`config.mk`:
```
export PLATFORM = sky130hd
export DESIGN_NAME = fp_subtractor_seq
export DESIGN_NICKNAME = d
export VERILOG_FILES = /design/src/rtl/fp_pkg.sv /design/src/rtl/fp_unpack.sv /design/src/rtl/fp_subtractor_seq.sv
export SDC_FILE = /design/constraint.sdc
export NUM_CORES = 1
export LEC_CHECK = 0
export ABC_AREA = 1
export BUFFER_PORTS_ARGS = -buffer_cell sky130_fd_sc_hd__buf_2
export CAP_MARGIN = 20
export CORE_MARGIN = 3
export CORE_UTILIZATION = 28
export DETAILED_ROUTE_END_ITERATION = 16
export GPL_TIMING_DRIVEN = 0
export PLACE_DENSITY = 0.52
export SYNTH_ARGS = -nofsm -noshare
export SYNTH_HDL_FRONTEND = slang
export SYNTH_HIERARCHICAL = 1
export SYNTH_SLANG_ARGS = --single-unit
```
`constraint.sdc`:
```
create_clock -name clk -period 4.3 [get_ports clk]
set_clock_uncertainty 0.05 [all_clocks]
set_input_delay 1.075 -clock clk [delete_from_list [all_inputs] [get_ports clk]]
set_output_delay 1.075 -clock clk [all_outputs]
set_load 0.01 [all_outputs]
```
`src/rtl/fp_pkg.sv`:
```
// fp_pkg: single-precision field constants, subtractor FSM states and the unpacked operand type
package fp_pkg;
  localparam int EXP_W = 8;
  localparam int MAN_W = 23;
  localparam int BIAS = 127;
  localparam logic [31:0] QNAN = 32'h7FC00000;
  typedef enum logic [2:0] {IDLE, ALIGN, ADD, NORM, DONE} state_t;
  typedef struct packed {
    logic sign;
    logic [EXP_W-1:0] exp;
    logic [MAN_W:0] mant;
    logic is_zero;
    logic is_inf;
    logic is_nan;
  } unp_t;
endpackage

```
`src/rtl/fp_unpack.sv`:
```
// fp_unpack: splits a single-precision word into fields and classifies it, flushing denormals to zero
module fp_unpack
  import fp_pkg::*;
(
  input  logic [31:0] x,
  output unp_t        u
);
  logic [EXP_W-1:0] e;
  logic [MAN_W-1:0] m;
  assign e = x[30:23];
  assign m = x[22:0];
  assign u.sign = x[31];
  assign u.exp = e;
  assign u.mant = {|e, m};
  assign u.is_zero = e == '0;
  assign u.is_inf = &e && m == '0;
  assign u.is_nan = &e && |m;
endmodule

```
`src/rtl/fp_subtractor_seq.sv`:
```
// fp_subtractor_seq: multi-cycle a - b with bit-serial alignment and normalisation
module fp_subtractor_seq
  import fp_pkg::*;
#(
  parameter int ALIGN_MAX = 25
) (
  input  logic        clk,
  input  logic        rst,
  input  logic        in_valid,
  output logic        in_ready,
  input  logic [31:0] a,
  input  logic [31:0] b,
  output logic        out_valid,
  input  logic        out_ready,
  output logic [31:0] result
);
  unp_t ua, ub;
  state_t state;
  logic sx, eff_sub, a_big, special;
  logic [EXP_W-1:0] ex, diff;
  logic [MAN_W:0] mx, my;
  logic [7:0] cnt;
  logic [MAN_W+1:0] sum;
  logic [31:0] bn, sres;
  fp_unpack u_a (.x(a), .u(ua));
  fp_unpack u_b (.x(b), .u(ub));
  assign bn = {~b[31], b[30:0]};
  assign a_big = {ua.exp, ua.mant} >= {ub.exp, ub.mant};
  assign diff = a_big ? ua.exp - ub.exp : ub.exp - ua.exp;
  assign special = ua.is_nan | ub.is_nan | ua.is_inf | ub.is_inf | ua.is_zero | ub.is_zero;
  // inf-inf with equal input signs is a true cancellation of infinities
  assign sres = (ua.is_nan || ub.is_nan || (ua.is_inf && ub.is_inf && ua.sign == ub.sign)) ? QNAN :
                ua.is_inf ? a :
                ub.is_inf ? bn :
                (ua.is_zero && ub.is_zero) ? {ua.sign & ~ub.sign, 31'b0} :
                ua.is_zero ? bn : a;
  always_ff @(posedge clk) begin
    if (rst) begin
      state <= IDLE;
      in_ready <= 1'b1;
      out_valid <= 1'b0;
      result <= '0;
    end else begin
      case (state)
        IDLE: if (in_valid) begin
          in_ready <= 1'b0;
          sx <= a_big ? ua.sign : ~ub.sign;
          ex <= a_big ? ua.exp : ub.exp;
          mx <= a_big ? ua.mant : ub.mant;
          my <= a_big ? ub.mant : ua.mant;
          cnt <= (diff > 8'(ALIGN_MAX)) ? 8'(ALIGN_MAX) : diff;
          eff_sub <= ua.sign == ub.sign;
          if (special) begin
            result <= sres;
            out_valid <= 1'b1;
            state <= DONE;
          end else state <= ALIGN;
        end
        ALIGN: if (cnt != '0) begin
          my <= my >> 1;
          cnt <= cnt - 8'd1;
        end else state <= ADD;
        ADD: begin
          sum <= eff_sub ? {1'b0, mx} - {1'b0, my} : {1'b0, mx} + {1'b0, my};
          state <= NORM;
        end
        NORM: if (sum[24]) begin
          sum <= sum >> 1;
          ex <= ex + 8'd1;
          if (ex == 8'd254) begin
            result <= {sx, 8'hFF, 23'h0};
            out_valid <= 1'b1;
            state <= DONE;
          end
        end else if (sum == '0) begin
          result <= '0;
          out_valid <= 1'b1;
          state <= DONE;
        end else if (!sum[23] && ex > 8'd1) begin
          sum <= sum << 1;
          ex <= ex - 8'd1;
        end else begin
          result <= sum[23] ? {sx, ex, sum[22:0]} : {sx, 31'b0};
          out_valid <= 1'b1;
          state <= DONE;
        end
        DONE: if (out_ready) begin
          out_valid <= 1'b0;
          in_ready <= 1'b1;
          state <= IDLE;
        end
        default: state <= IDLE;
      endcase
    end
  end
endmodule
```
==> results.py, run 1 <==
metrics = {
    "critical_path": {
        "path_buf_inv": 4,
        "start_kind": "input pin",
        "worstPathCellList": "buf_2 > nor2_1 > nand2_1 > nor2_1 > inv_1 > ha_1 > nand2_1 > nor2_1 > nand4_1 > nor3_4 > nand3_4 > nand3_4 > buf_4 > clkbuf_1 > o21ai_0",
        "rrSetupSlack_ns": 0.40,
        "cp_top_family": "simple AND/OR/NAND/NOR gates",
        "end_kind": "register",
        "cp.required_ns": 4.40,
        "path_class": "in2reg",
        "cp_slowest_cell": "nor2_1",
        "crit_path_frequent_cell": "nor2_1",
        "slowest_delay_ns": 0.41,
        "worstPathMaxFanout": 10,
        "worstPathArrival_ns": 4.10,
    },
    "logic_synthesis": {
        "synth_warnings": 6,
        "yosysUniqueCellTypes": 55,
        "synth_area_leaders": "edfxtp_1, nand2_1, ha_1, o21ai_0, dfxtp_1",
        "ys_ff_latch": 128,
        "yosysMostFrequentCell": "nand2_1",
        "synth_common_cells": "nand2_1, inv_1, nor2_1",
        "netlist_area_mm2": 0.0111,
        "synth_top_cell_by_area": "edfxtp_1",
        "synth_nets": 1694,
        "seq_area_frac_synth_pct": 31.3,
        "syn_avg_cell_area_um2": 7.16,
        "async_reset_ff_share_pct": 0,
        "post-synth-top-area-fraction_pct": 24.6,
        "synth_flop_cell": "edfxtp_1",
        "synth_edf_count": 91,
        "syn_inst": 1551,
    },
    "power_and_ir_drop": {
        "ir_drop_uv": 283,
        "swShare_pct": 40.7,
        "clkPwrFrac_pct": 26.0,
        "internal_power_mw": 3.52,
        "comb_power_share_pct": 42.6,
        "p_per_area_mw_per_mm2": 458,
        "p_leak_nw": 5.96,
        "netSwitchingPower_mw": 2.42,
        "seqPwrFrac_pct": 31.4,
    },
    "clock_tree": {
        "tritoncts": "done",
        "postCtsHoldBufs": 0,
        "clk_pin_slew_ns": 0.07,
        "cts_buffers": 17,
        "root_buffer": "clkbuf_16",
        "clk_path_buf_depth": 2,
        "worstSkewPairLatency_ns": 0.43,
        "cts_max_level": 4,
        "clkSinkCount": 128,
    },
    "finish": {
        "final_cells": 2205,
        "drive_above_1_share_pct": 16.1,
        "fin_area_mm2": 0.0130,
        "n_fill_cell": 4277,
        "diodes": 0,
        "synthToLayoutAreaGrowth_pct": 16.8,
        "multiInputGateArea_mm2": 0.00617,
        "nets": 1817,
        "seqCellArea_mm2": 0.00347,
    },
    "timing": {
        "fin_crit_ns": 4.00,
        "worst_pin_slew_ns": 1.11,
        "max_freq_ghz": 0.250,
        "drv_slew": 0,
        "hold_violations": 0,
        "rsz0062_at_grt": "no",
        "setup_viol": 0,
        "final.setup.worst_slack_ns": 0.299,
        "slew_headroom_pct": 25.1,
        "post-route-period-util_pct": 93.0,
    },
    "floorplanning": {
        "dieArea_mm2": 0.0421,
        "die_h_um": 205,
        "top_level_ports": 102,
        "core.rowCount": 72,
        "initial_utilization_pct": 28.5,
        "coreArea_mm2": 0.0389,
        "die_w_um": 205,
    },
    "global_route": {
        "antenna_found_initial": 0,
        "track_usage_pct": 18.8,
        "grt_first_pass_wirelength_um": 60400,
        "grt_pass1_vias": 10500,
        "grt_max_degree": 32,
        "grt-ovfl-total": 0,
    },
    "detailed_routing": {
        "dr.pass1.iters": 5,
        "routed_wl_um": 39700,
        "wl_per_cell_um": 18.0,
        "vias": 11100,
        "postRouteAntennaNets": 0,
        "vias_per_cell": 5.02,
        "drc": 0,
        "drtIter0Drc": 962,
    },
    "job": {
        "cap_violations": 0,
    },
    "placed_design": {
        "port-buffer-count": 100,
        "dp_cells": 2173,
        "place_congestion": 0.931,
        "hpwl_um": 32400,
        "dp_worst_setup_slack_ns": -0.318,
        "placed_area_mm2": 0.0123,
    },
    "run_status": {
        "status": "completed",
    },
    "worst_hold_path": {
        "hold_class": "reg2reg",
    },
}
power groups by stage:
stage / Combinational [mW] / Clock [mW] / Sequential [mW]
finish: 2.53 / 1.54 / 1.86
global route: 2.85 / 1.61 / 1.90
CTS: 2.53 / 1.56 / 1.87
detailed placement: 2.52 / 0 / 1.89
global placement: 2.46 / 0 / 1.90
floorplan: 1.68 / 0 / 1.89
what timing repair did:
item,CTS,global route
setup buffers,0,0
resized for setup,0,9
setup endpoints to repair,0,12
final cells by class:
cell class	instances	area share [%]
inverter	192	5.55
tap	518	4.99
clock buffer	23	4.10
timing repair buffer	104	4.22
clock inverter	9	0.694
multi-input combinational	1106	47.6
sequential	128	26.8
buffer	125	6.12
through the flow:
stage	hold WS [ns]	TNS, ns	total power, mW	utilization (%)
after floorplan	0.415	0	3.57	-
after global placement	0.388	-44.68	4.36	31.5
final	0.391	0	5.94	33.3
after detailed placement	0.389	-1.94	4.41	31.7
after global routing	0.418	0	6.36	33.3
after CTS	0.399	0	5.96	33.3
registers in the layout (all words and copies together), names as in the netlist:
name / cells
result: 32
sum: 25
mx: 24
my: 24
cnt: 8
ex: 8
state: 3
eff_sub: 1
in_ready: 1
out_valid: 1
sx: 1
metal layers:
metal	routed length (um)	global-route usage (%)
met2	18200	31.3
met5	0	0
met1	17500	24.9
met3	2720	3.56
met4	1240	5.57
worst paths after layout:
kind / endpoint / cells past startpoint / start
setup / recovery: mx[10] / 15 / a[28]
hold reg to reg: result[25] / 2 / result[25]
hold / removal: result[25] / 2 / result[25]
setup reg to reg: sum[23] / 19 / eff_sub
placed cells by master (no fill, tap or decap), types with 4 or more instances in the layout:
| cell type | n |
|---|---|
| a21o_1 | 9 |
| a21oi_1 | 121 |
| a221oi_1 | 5 |
| a22oi_1 | 5 |
| a41oi_1 | 9 |
| and3_1 | 9 |
| buf_1 | 7 |
| buf_2 | 116 |
| buf_4 | 75 |
| buf_6 | 5 |
| clkbuf_1 | 24 |
| clkbuf_16 | 20 |
| dfxtp_1 | 37 |
| edfxtp_1 | 91 |
| ha_1 | 72 |
| inv_1 | 184 |
| inv_2 | 6 |
| nand2_1 | 267 |
| nand3_1 | 61 |
| nand3_2 | 4 |
| nand4_1 | 23 |
| nor2_1 | 174 |
| nor2_2 | 6 |
| nor3_1 | 39 |
| nor3_2 | 7 |
| nor4_1 | 17 |
| o211ai_1 | 4 |
| o21ai_0 | 172 |
| o21ai_1 | 8 |
| o221ai_1 | 12 |
| xnor2_1 | 8 |
| xor2_1 | 33 |
tightest hold or removal path, delay by kind of cell (launching register included):
family                 cells  cell delay [ns]
buffers and inverters      1             0.04
DFF                        1             0.30
AOI/OAI and AO/OA          1             0.05
cells by family (layout without fill, tap and decap cells):
| kind of cell | after synthesis | in the layout | share of synthesized area (%) |
|---|---|---|---|
| adder cells (fa/ha/maj) | 75 | 75 | 8.65 |
| buffers and inverters | 317 | 453 | 13.6 |
| flip-flops | 128 | 128 | 31.3 |
| XOR/XNOR | 41 | 41 | 3.23 |
| AND/OR/NAND/NOR | 623 | 623 | 24.8 |
| AO/OA/AOI/OAI | 367 | 367 | 18.4 |
Power figures use the tool's default switching activity.
==> run 2: changes to the inputs <==
Settings changed: ABC_AREA 1 to not set.
==> results.py, run 2 <==
metrics = {
    "run_status": {
        "status": "complete, but fails checks",
        "violations": "negative setup slack",
    },
    "finish": {
        "n_fill_cell": 3862,
        "diodes": 0,
        "layout_commonest_cell": "nor2_1",
        "synthToLayoutAreaGrowth_pct": 17.5,
        "nets": 1539,
        "largest_reg_flops": 32,
        "top_register": "result",
        "drive_above_1_share_pct": 19.3,
        "fin_area_mm2": 0.0125,
        "layout_common_cells": "nor2_1, a21oi_1, buf_2, nand2_1, edfxtp_1",
        "reg_top3": "result: 32 flops, sum: 25 flops",
    },
    "timing": {
        "drv_slew": 0,
        "final.setup.worst_slack_ns": -0.0334,
        "post-route-period-util_pct": 101,
        "worst_pin_slew_ns": 0.865,
        "fin_crit_ns": 4.33,
        "setup_viol": 3,
        "rsz0062_at_grt": "yes",
        "slew_headroom_pct": 42.3,
        "max_freq_ghz": 0.231,
        "setup_tns_ns": -0.0799,
        "hold_violations": 0,
    },
    "clock_tree": {
        "clk_path_buf_depth": 2,
        "worstSkewPairLatency_ns": 0.43,
        "clk_pin_slew_ns": 0.06,
        "root_buffer": "clkbuf_16",
        "cts_buffers": 17,
        "cts_max_level": 4,
        "cts_setup_buffers": 0,
        "clkSinkCount": 128,
        "tritoncts": "done",
    },
    "logic_synthesis": {
        "syn_avg_cell_area_um2": 8.33,
        "ys_ff_latch": 128,
        "synth_area_leaders": "edfxtp_1, ha_1, dfxtp_1, a21oi_1, nor2_1",
        "synth_nets": 1418,
        "syn_inst": 1275,
        "synth_top_cell_by_area": "edfxtp_1",
        "yosysMostFrequentCell": "nor2_1",
        "synth_warnings": 6,
        "post-synth-top-area-fraction_pct": 25.7,
        "synth_edf_count": 91,
        "yosysUniqueCellTypes": 70,
        "seq_area_frac_synth_pct": 32.7,
        "netlist_area_mm2": 0.0106,
        "synth_flop_cell": "edfxtp_1",
        "async_reset_ff_share_pct": 0,
        "synth_common_cells": "nor2_1, a21oi_1, nand2_1",
    },
    "detailed_routing": {
        "wl_per_cell_um": 19.5,
        "vias_per_cell": 5.17,
        "postRouteAntennaNets": 0,
        "dr.pass1.iters": 5,
        "drc": 0,
        "drtIter0Drc": 804,
        "vias": 9886,
        "routed_wl_um": 37200,
    },
    "critical_path": {
        "start_kind": "input pin",
        "end_kind": "register",
        "worstPathArrival_ns": 4.61,
        "cp.required_ns": 4.58,
        "path_class": "in2reg",
        "worstPathMaxFanout": 9,
    },
    "floorplanning": {
        "top_level_ports": 102,
        "initial_utilization_pct": 28.7,
        "die_w_um": 201,
        "core.rowCount": 70,
        "coreArea_mm2": 0.0370,
        "dieArea_mm2": 0.0403,
        "die_h_um": 201,
    },
    "power_and_ir_drop": {
        "p_leak_nw": 5.02,
        "p_total_mw": 7.12,
        "p_per_area_mw_per_mm2": 570,
        "ir_drop_uv": 250,
    },
    "global_route": {
        "antenna_found_initial": 0,
        "grt_first_pass_wirelength_um": 56900,
        "grt_max_degree": 27,
        "grt-ovfl-total": 0,
        "track_usage_pct": 18.0,
        "grt_pass1_vias": 9610,
    },
    "placed_design": {
        "place_congestion": 0.923,
        "hpwl_um": 30300,
        "port-buffer-count": 100,
        "placed_area_mm2": 0.0118,
    },
    "worst_hold_path": {
        "hold_class": "reg2reg",
    },
    "job": {
        "cap_violations": 0,
    },
}
run 2: cell count changes in the layout (fill, tap and decap cells not counted), sizes merged, moves of 16 or more:
cell    delta
nor3      -18
inv      -125
clkbuf    +16
nand3     -31
o21ai     -97
nor2      -38
mux2      +24
nand2    -159
xnor2     +28
a211oi    +29
run 2: path summary, 6_finish.rpt:
kind,cells after the start,startpoint,slack (ns),end
max reg2reg,16,my[3],0.27,sum[23]
min,2,result[23],0.44,result[23]
max,9,b[1],-0.03,result[6]
min reg2reg,2,result[23],0.44,result[23]
run 2: worst max-delay path, cell delays in order:
cell and delay (ns):
buf_2 0.14, nor4_2 0.61, nand4_1 0.47, o21ba_1 0.30, nor2_1 0.48, nand4_1 0.53
a21oi_1 0.60, a21oi_1 0.14, a211oi_1 0.26
run 2: per-stage QoR:
stage | setup WS, ns | hold WS, ns | std cells | util, %
after floorplan | 0.617 | 0.461 | 1275 | -
after global placement | -0.691 | 0.436 | 1879 | 31.7
after detailed placement | -0.421 | 0.433 | 1881 | 32.0
after CTS | 0.0111 | 0.447 | 1913 | 33.7
after global routing | -0.0816 | 0.479 | 1913 | 33.7
final | -0.0334 | 0.441 | 1913 | 33.7
run 2: kinds of logic after synthesis:
kind of cell             share of synthesized area [%]
AND/OR/NAND/NOR                                   18.6
AO/OA/AOI/OAI                                     21.9
buffers and inverters                             9.53
flip-flops                                        32.7
adder cells (fa/ha/maj)                           9.04
XOR/XNOR                                          4.70
multiplexers                                      3.58
run 2: area by class of cell:
cell class | instances | area (um2) | share of cell area, %
Clock inverter | 11 | 86.3 | 0.691
Clock buffer | 21 | 526 | 4.21
Multi-Input combinational cell | 953 | 6200 | 49.7
Inverter | 63 | 236 | 1.89
Timing Repair Buffer | 102 | 556 | 4.45
Tap cell | 504 | 631 | 5.05
Buffer | 131 | 777 | 6.22
Sequential cell | 128 | 3470 | 27.8
run 2: layer usage:
metal  up-vias  routed length, um  GRT usage, %
li1       4816                  -             -
met1      4717              17600          25.1
met2       300              16800          28.9
met3        53               1670          1.93
met4         0               1220          6.45
met5         -                  0             0
run 2: repair_timing:
| item | CTS | global route |
|---|---|---|
| pin swaps | 0 | 0 |
| cloned | 0 | 0 |
| resized for setup | 2 | 5 |
| endpoints found under the setup margin | 2 | 20 |
| hold buffers | 0 | 0 |
run 2: power by group:
| group | switching [mW] | total (mW) | internal [mW] |
|---|---|---|---|
| Sequential | 0.310 | 2.19 | 1.88 |
| Combinational | 2.05 | 3.44 | 1.39 |
| Clock | 0.606 | 1.49 | 0.886 |
